--- config.mk ---
export PLATFORM = sky130hd
export DESIGN_NAME = note_sequencer_flat
export DESIGN_NICKNAME = d
export VERILOG_FILES = /design/src/rtl/note_seq_if.sv /design/src/rtl/note_sequencer.sv /design/src/flat_wrapper.sv
export SDC_FILE = /design/constraint.sdc
export NUM_CORES = 1
export LEC_CHECK = 0
export CAP_MARGIN = 5
export CORE_MARGIN = 2
export CORE_UTILIZATION = 50
export DETAILED_ROUTE_END_ITERATION = 8
export PLACE_DENSITY = 0.78
export REMOVE_ABC_BUFFERS = 1
export SETUP_SLACK_MARGIN = 0.4
export SLEW_MARGIN = 30
export SYNTH_ARGS = -nofsm -noshare
export SYNTH_HDL_FRONTEND = slang
export SYNTH_SLANG_ARGS = --single-unit
export TNS_END_PERCENT = 5
--- constraint.sdc ---
create_clock -name clk -period 2.1 [get_ports clk]
set_clock_uncertainty 0.15 [all_clocks]
set_input_delay 0.525 -clock clk [delete_from_list [all_inputs] [get_ports clk]]
set_output_delay 0.525 -clock clk [all_outputs]
set_load 0.02 [all_outputs]
--- src/rtl/note_seq_if.sv ---
// Signal bundle linking the note sequencer to its host controls, the song ROM
// and the tone generator. master = host/ROM side, slave = sequencer.
interface note_seq_if #(
  parameter int ADDR_W = 8,
  parameter int NOTE_W = 5,
  parameter int DUR_W  = 4
) ();
  // start/stop are single-cycle pulses and pause is a level, all sampled on clk.
  // rom_data answers rom_addr one cycle later; done and tick are one-cycle pulses.
  logic                    start;
  logic                    stop;
  logic                    pause;
  logic [ADDR_W-1:0]       rom_addr;
  logic [NOTE_W+DUR_W-1:0] rom_data;
  logic [NOTE_W-1:0]       note;
  logic                    note_vld;
  logic                    busy;
  logic                    done;
  logic                    tick;

  modport master (
    output start, stop, pause, rom_data,
    input  rom_addr, note, note_vld, busy, done, tick
  );

  modport slave (
    input  start, stop, pause, rom_data,
    output rom_addr, note, note_vld, busy, done, tick
  );
endinterface

--- src/rtl/note_sequencer.sv ---
// Tempo-driven song playback: fetches {note, dur} entries and holds each note for dur ticks.
// Define NOTE_SEQ_LOOP_EN to restart at address 0 on end-of-song instead of stopping.
module note_sequencer #(
  parameter int TICK_DIV  = 10201,
  parameter int ADDR_W    = 8,
  parameter int NOTE_W    = 5,
  parameter int DUR_W     = 4,
  parameter int GAP_TICKS = 1
) (
  input  logic       clk,
  input  logic       rst_n,
  note_seq_if.slave  bus,
  output logic [2:0] state_dbg
);
  localparam int CNT_W    = (TICK_DIV > 2) ? $clog2(TICK_DIV) : 1;
  localparam int GAP_W    = (GAP_TICKS > 1) ? $clog2(GAP_TICKS) : 1;
  localparam int GAP_LAST = (GAP_TICKS > 0) ? GAP_TICKS - 1 : 0;

  localparam logic [CNT_W-1:0]  CNT_MAX    = CNT_W'(TICK_DIV - 1);
  localparam logic [GAP_W-1:0]  GAP_MAX    = GAP_W'(GAP_LAST);
  localparam logic [ADDR_W-1:0] ADDR_LAST  = '1;

  typedef enum logic [2:0] {
    S_IDLE  = 3'd0,
    S_FETCH = 3'd1,
    S_WAIT  = 3'd2,
    S_PLAY  = 3'd3,
    S_GAP   = 3'd4
  } state_t;

  state_t             state_q, state_d;
  logic [ADDR_W-1:0]  addr_q,  addr_d;
  logic [NOTE_W-1:0]  note_q,  note_d;
  logic [DUR_W-1:0]   rem_q,   rem_d;
  logic [GAP_W-1:0]   gap_q,   gap_d;
  logic [CNT_W-1:0]   cnt_q,   cnt_d;
  logic               done_q,  done_d;

  logic               run;
  logic               tick;
  logic               advance;
  logic               song_end;
  logic [NOTE_W-1:0]  rd_note;
  logic [DUR_W-1:0]   rd_dur;

  assign {rd_note, rd_dur} = bus.rom_data;

  // Prescaler only advances while playing and not paused; that freezes every tick-driven count.
  assign run  = (state_q != S_IDLE) && !bus.pause;
  assign tick = run && (cnt_q == CNT_MAX);

  always_ff @(posedge clk or negedge rst_n) begin
    if (!rst_n) begin
      state_q <= S_IDLE;
      addr_q  <= '0;
      note_q  <= '0;
      rem_q   <= '0;
      gap_q   <= '0;
      cnt_q   <= '0;
      done_q  <= 1'b0;
    end else begin
      state_q <= state_d;
      addr_q  <= addr_d;
      note_q  <= note_d;
      rem_q   <= rem_d;
      gap_q   <= gap_d;
      cnt_q   <= cnt_d;
      done_q  <= done_d;
    end
  end

  always_comb begin
    state_d  = state_q;
    addr_d   = addr_q;
    note_d   = note_q;
    rem_d    = rem_q;
    gap_d    = gap_q;
    cnt_d    = cnt_q;
    done_d   = 1'b0;
    advance  = 1'b0;
    song_end = 1'b0;

    if (run) begin
      cnt_d = tick ? '0 : cnt_q + CNT_W'(1);
    end

    case (state_q)
      S_IDLE: begin
        if (bus.start) begin
          state_d = S_FETCH;
          addr_d  = '0;
          cnt_d   = '0;
        end
      end
      S_FETCH: state_d = S_WAIT;
      S_WAIT: begin
        if (rd_dur == '0) begin
          song_end = 1'b1;
        end else begin
          note_d  = rd_note;
          rem_d   = rd_dur;
          state_d = S_PLAY;
        end
      end
      S_PLAY: begin
        if (tick) begin
          if (rem_q == DUR_W'(1)) begin
            note_d = '0;
            if (GAP_TICKS == 0) begin
              advance = 1'b1;
            end else begin
              state_d = S_GAP;
              gap_d   = '0;
            end
          end else begin
            rem_d = rem_q - DUR_W'(1);
          end
        end
      end
      S_GAP: begin
        if (tick) begin
          if (gap_q == GAP_MAX) advance = 1'b1;
          else                  gap_d   = gap_q + GAP_W'(1);
        end
      end
      default: state_d = S_IDLE;
    endcase

    // Running off the top of the ROM is treated exactly like an end-of-song marker.
    if (advance) begin
      if (addr_q == ADDR_LAST) begin
        song_end = 1'b1;
      end else begin
        state_d = S_FETCH;
        addr_d  = addr_q + ADDR_W'(1);
      end
    end

    if (song_end) begin
      done_d = 1'b1;
      note_d = '0;
      addr_d = '0;
`ifdef NOTE_SEQ_LOOP_EN
      state_d = S_FETCH;
`else
      state_d = S_IDLE;
      cnt_d   = '0;
`endif
    end

    if (bus.stop) begin
      state_d = S_IDLE;
      addr_d  = '0;
      note_d  = '0;
      rem_d   = '0;
      gap_d   = '0;
      cnt_d   = '0;
      done_d  = 1'b0;
    end
  end

  assign bus.rom_addr = addr_q;
  assign bus.note     = note_q;
  assign bus.note_vld = (state_q == S_PLAY) && (note_q != '0);
  assign bus.busy     = (state_q != S_IDLE);
  assign bus.done     = done_q;
  assign bus.tick     = tick;
  assign state_dbg    = state_q;
endmodule

--- src/flat_wrapper.sv ---
// flat-port wrapper written by rule: the top's interface ports become plain ports
module note_sequencer_flat 
#(
  parameter int TICK_DIV  = 10201,
  parameter int ADDR_W    = 8,
  parameter int NOTE_W    = 5,
  parameter int DUR_W     = 4,
  parameter int GAP_TICKS = 1
)
  (clk, rst_n, state_dbg, bus_start, bus_stop, bus_pause, bus_rom_data, bus_rom_addr, bus_note, bus_note_vld, bus_busy, bus_done, bus_tick);
  note_seq_if #(.ADDR_W(ADDR_W), .NOTE_W(NOTE_W), .DUR_W(DUR_W)) bus_i ();
  input  logic clk;
  input  logic rst_n;
  output logic [2:0] state_dbg;
  input wire logic [$bits(bus_i.start)-1:0] bus_start;
  input wire logic [$bits(bus_i.stop)-1:0] bus_stop;
  input wire logic [$bits(bus_i.pause)-1:0] bus_pause;
  input wire logic [$bits(bus_i.rom_data)-1:0] bus_rom_data;
  output wire logic [$bits(bus_i.rom_addr)-1:0] bus_rom_addr;
  output wire logic [$bits(bus_i.note)-1:0] bus_note;
  output wire logic [$bits(bus_i.note_vld)-1:0] bus_note_vld;
  output wire logic [$bits(bus_i.busy)-1:0] bus_busy;
  output wire logic [$bits(bus_i.done)-1:0] bus_done;
  output wire logic [$bits(bus_i.tick)-1:0] bus_tick;
  assign bus_i.start = bus_start;
  assign bus_i.stop = bus_stop;
  assign bus_i.pause = bus_pause;
  assign bus_i.rom_data = bus_rom_data;
  assign bus_rom_addr = bus_i.rom_addr;
  assign bus_note = bus_i.note;
  assign bus_note_vld = bus_i.note_vld;
  assign bus_busy = bus_i.busy;
  assign bus_done = bus_i.done;
  assign bus_tick = bus_i.tick;
  note_sequencer #(.TICK_DIV(TICK_DIV), .ADDR_W(ADDR_W), .NOTE_W(NOTE_W), .DUR_W(DUR_W), .GAP_TICKS(GAP_TICKS)) u_core (.clk(clk), .rst_n(rst_n), .bus(bus_i), .state_dbg(state_dbg));
endmodule
**Yosys cells after proc, flatten, opt, wreduce, memory -nomap -nowiden**

Index checks and enable logic that the tools add are counted.

- Bits in registers: 36
- Latch bits: 0
- Memory bits (writable): 0
- Memory bits (read-only): 0
- Word-level logic and storage cells: 87
- Memories kept: 0

- Add/subtract/negate cells: 4
- Multipliers: 0
- Div/mod/pow operators: 0
- $lt $le $gt $ge: 0
- Eq/ne operators: 15
- Shift operators: 0
- Multiplexer cells: 47
- Bitwise operators: 0
- Reduce and logical (&&, ||, !) cells: 14

Operator list:

| kind | number |
|---|---|
| 14-bit two-way mux | 6 |
| 8-bit two-way mux | 6 |
| 5-bit two-way mux | 5 |
| 3-bit two-way mux | 8 |
| 4-bit two-way mux | 4 |
| 3-bit case mux with 5 select lines | 1 |
| 14-bit by 1-bit adder with 14-bit output, second input constant | 1 |
| 14-bit == test, second input constant | 1 |
| 1-bit two-way mux | 14 |
| 4-bit AND reduction | 3 |
| 5-bit case mux with 2 select lines | 1 |
| 3-bit by 2-bit inequality test with 1-bit output, second input constant | 3 |
| 3-bit nonzero test | 3 |
| 8-bit by 1-bit adder with 8-bit output, second input constant | 1 |
| 8-bit == test, second input constant | 1 |
| 4-bit by 2-bit inequality test with 1-bit output, second input constant | 2 |
| 4-bit case mux with 2 select lines | 1 |
| 3-bit by 2-bit == test with 1-bit output, second input constant | 2 |
| 3-bit inequality test, second input constant | 2 |
| 5-bit nonzero test | 1 |
| 4-bit by 1-bit == test with 1-bit output, second input constant | 1 |
| 4-bit logical NOT | 1 |
| 4-bit by 3-bit inequality test with 1-bit output, second input constant | 1 |
| 4-bit nonzero test | 1 |
| 8 further kinds | 10 |

**Longest topological paths before layout**

- Word-level depth: 9
- Gate-level depth with buffers: 7

**Worst setup path after synthesis**

No wires, ideal clock.

- Kind: register -> output
- From: register u_core.state_q[0] (netlist: u_core.state_dbg[0])
- To: output port bus_tick
- Arrival: 1.566 ns
- Setup slack: -0.141 ns
- Cell stages (with the launch flop): 7
- Buffers on the path: 2
- Cell sequence: dfrtp_1 -> buf_4 -> nor3_4 -> inv_2 -> nand2b_1 -> buf_2 -> nor3_1

- Cells in the longest elaborated chain, start to end: 3

RTL lines:

| item | line | text |
|---|---|---|
| from (decl) | note_sequencer.sv:31 | `state_t state_q, state_d;` |
| from (signal assigned) | note_sequencer.sv:62 | `state_q <= state_d;` |
| 3-bit nonzero test | n/a |  |
| net bus_busy | flat_wrapper.sv:22 | `output wire logic [$bits(bus_i.busy)-1:0] bus_busy;` |
| 1-bit logical AND | note_sequencer.sv:49 | `assign run = (state_q != S_IDLE) && !bus.pause;` |
| 1-bit logical AND | note_sequencer.sv:50 | `assign tick = run && (cnt_q == CNT_MAX);` |
| to (decl) | flat_wrapper.sv:24 | `output wire logic [$bits(bus_i.tick)-1:0] bus_tick;` |

The timed path passes the listed nets, and every way through them passes these cells.

**Final worst setup path**

- From: register u_core.cnt_q[0]
- To: register u_core.rem_q[0]

- Cells in the longest elaborated chain, start to end: 4

RTL lines:

| item | line | text |
|---|---|---|
| from (decl) | note_sequencer.sv:36 | `logic [CNT_W-1:0] cnt_q, cnt_d;` |
| from (signal assigned) | note_sequencer.sv:67 | `cnt_q <= cnt_d;` |
| 14-bit == test | note_sequencer.sv:50 |  |
| 1-bit logical AND | note_sequencer.sv:50 |  |
| 3-bit by 2-bit inequality test with 1-bit output (no source line) | n/a |  |
| 4-bit AND reduction (no source line) | n/a |  |
| to (signal assigned) | note_sequencer.sv:65 | `rem_q <= rem_d;` |
| to (decl) | note_sequencer.sv:34 | `logic [DUR_W-1:0] rem_q, rem_d;` |

No other way between the ends.
A chain may end at the register's enable or synchronous reset.

==> results.yml <==
yosys:
  synth_edf_count: 0
  async_flop_share_pct: 100
  synth_cells: 236
  yosysTopAreaCellShare_pct: 39.8
  yosys.area.top_type: "dfrtp_1"
  ys_seq_elements: 35
  syn-cell-area_um2: 2200
  synth-seq-area-share_pct: 39.8
  ys_warn_count: 0
  synthFlopType: "dfrtp_1"
  avgSynthCellArea_um2: 9.33
  yosys.cell_types.count: 55
  synthTopCellsByArea: "dfrtp_1 40%, a21oi_1 4.8%, nor2_1 3.1%, o31ai_1 3.1%, nand2_1 2.9%"
drt:
  first_pass_iters: 5
  routed_wl_um: 6420
  avgViaCountPerCell: 6.08
  drc_errors: 0
  wl_per_cell_um: 17.4
  drtAntennaViolNets: 0
  first_iter_violations: 311
  via_count: 2250
cts:
  cts_root_buffer: "clkbuf_8"
  cts_sinks: 35
  clk_latency_ns: 0.30
  h-tree-depth: 2
  clockBufferDepth: 2
  path_clk_slew_ns: 0.07
  holdBufCountCts: 0
  cts_tree: "built"
  cts-buffers-inserted: 5
die:
  coreArea_um2: 4290
  die-area_um2: 4950
  pin_count: 34
  die_w_um: 70.3
  rows: 24
  start_util_pct: 51.3
  die_h_um: 70.3
global_routing:
  grt_pass1_vias: 2201
  grt_max_degree: 36
  antenna_found_initial: 0
  grt_pass1_wl_um: 10300
  grt-ovfl-total: 0
  grt_util_all_layers_pct: 26.0
sta:
  maxSlewViolCount: 0
  finalHoldViolations: 0
  timing.final.crit_share_pct: 103
  rsz0062_at_grt: "yes"
  slew_headroom_pct: 68.9
  holdWs_ns: 0.402
  setup_viol: 6
  max_slew.worst_pin.slew_ns: 0.462
  period_needed_ns: 2.16
  max_freq_mhz: 463
  fin_ws_ns: -0.0595
worst_setup_path:
  worst_ep_required_time_ns: 2.13
  start_kind: "flop"
  cp_max_fo: 4
  crit_path_end_kind: "flop"
  crit_type: "flop to flop"
  arrival_ns: 2.19
final_layout:
  drive_above_1_share_pct: 40.6
  final_area_um2: 3210
  antenna_cells: 0
  nets: 336
  final_common_cell: "buf_4"
  fin_util_pct: 74.9
  syn_to_final_growth_pct: 46.0
  layout.cells.most_common_list: "44 x buf_4, 30 x dfrtp_1, 18 x nor2_1"
power:
  switching_share_pct: 30.0
  peakVddDrop_mv: 0.350
  p_int_mw: 1.08
  leakagePower_nw: 1.38
  power_density_nw_per_um2: 482
  p_seq_share_pct: 46.0
  p_sw_uw: 465
  clkPwrFrac_pct: 31.6
  pwr-share-comb_pct: 22.4
place:
  dp_hpwl_um: 4170
  placed_area_um2: 2920
  place_congestion: 0.845
  io_buffers: 33
job:
  cap_violations: 0
run_status:
  status: "complete, but fails checks"
  violations: "negative setup slack"
min_path:
  hold_path.class: "flop to flop"
critical path, stage by stage, from the launching register on:
cell and delay [ns]:
dfrtp_1 0.40, inv_2 0.08, ha_4 0.12, and4bb_2 0.25
buf_6 0.12, nand4_1 0.24, o31a_1 0.40, mux2_2 0.30
final timing paths:
| kind | cells past startpoint | startpoint | end | slack (ns) |
|---|---|---|---|---|
| min in group asynchronous | 2 | rst_n | u_core.cnt_q[10] | 0.49 |
| max in group asynchronous | 2 | rst_n | u_core.state_dbg[1] | 0.95 |
| max reg2reg | 7 | u_core.cnt_q[0] | u_core.rem_q[0] | -0.06 |
| min reg2reg | 1 | u_core.bus.rom_addr[3] | u_core.bus.rom_addr[3] | 0.40 |
| min | 1 | u_core.bus.rom_addr[3] | u_core.bus.rom_addr[3] | 0.40 |
| max | 7 | u_core.cnt_q[0] | u_core.rem_q[0] | -0.06 |
metal layers:
layer | track usage (%) | vias up | part of all wire, %
met1 | 34.9 | 1073 | 44
li1 | - | 1058 | -
met2 | 40.6 | 101 | 48
met5 | 0 | - | 0
met3 | 5.48 | 18 | 5.4
met4 | 11.1 | 0 | 2.6
cell usage after synthesis, types with 4 or more instances:
master    number
a21oi_1       21
a22oi_1        5
buf_2          5
clkbuf_1       5
dfrtp_1       35
ha_1           5
inv_1          8
nand2_1       17
nand2b_1       6
nand3_1        6
nand4_1        7
nor2_1        18
nor3_1         5
nor4_1         4
o211ai_1       4
o311ai_0       6
o31ai_1        9
or3_1          5
or4_1          7
xnor2_1        7
through the flow:
step,power (mW),std cells,setup slack (ns),TNS [ns]
finish,1.55,370,-0.0595,-0.217
floorplan,0.852,223,-0.279,-0.432
global placement,1.02,361,-0.474,-8.88
detailed placement,1.02,361,-0.485,-10.24
global route,1.62,370,-0.136,-1.06
CTS,1.52,369,-0.0425,-0.0770
cell type report:
class | instances | area, µm²
Fill cell | 284 | 1080
Inverter | 9 | 33.8
Tap cell | 52 | 65.1
Clock inverter | 3 | 15.0
Timing Repair Buffer | 87 | 741
Clock buffer | 5 | 68.8
Sequential cell | 35 | 882
Multi-Input combinational cell | 179 | 1410
state kept, by name (all words and copies together) (netlist names):
register / flops
u_core.cnt_q: 14
u_core.state_dbg: 3
u_core.bus.note: 5
u_core.rem_q: 4
u_core.bus.done: 1
u_core.bus.rom_addr: 8
power groups by stage:
| stage | logic [mW] | clock network, mW | registers [mW] |
|---|---|---|---|
| after detailed placement | 0.302 | 0 | 0.722 |
| after global placement | 0.297 | 0 | 0.721 |
| after global routing | 0.374 | 0.532 | 0.715 |
| final | 0.347 | 0.489 | 0.712 |
| after CTS | 0.326 | 0.485 | 0.710 |
| after floorplan | 0.113 | 0 | 0.739 |
what timing repair did:
action / CTS / global route
buffers inserted: 0 / 1
pin swaps: 23 / 14
setup endpoints to repair: 55 / 53
resized for setup: 100 / 40
cloned: 0 / 0
cell families (layout without fill, tap and decap cells):
kind of cell               Yosys count  count (layout)  synth area share [%]
buffers and inverters               22             104                  4.89
xor gates and xnor gates             8               8                  3.18
muxes                                4               4                  1.93
and+or+nand+nor                     99              99                  27.1
AOI/OAI and AO/OA                   63              63                  20.2
DFF                                 35              35                  39.8
adders and majority gates            5               5                  2.84
Power figures use the tool's default switching activity.
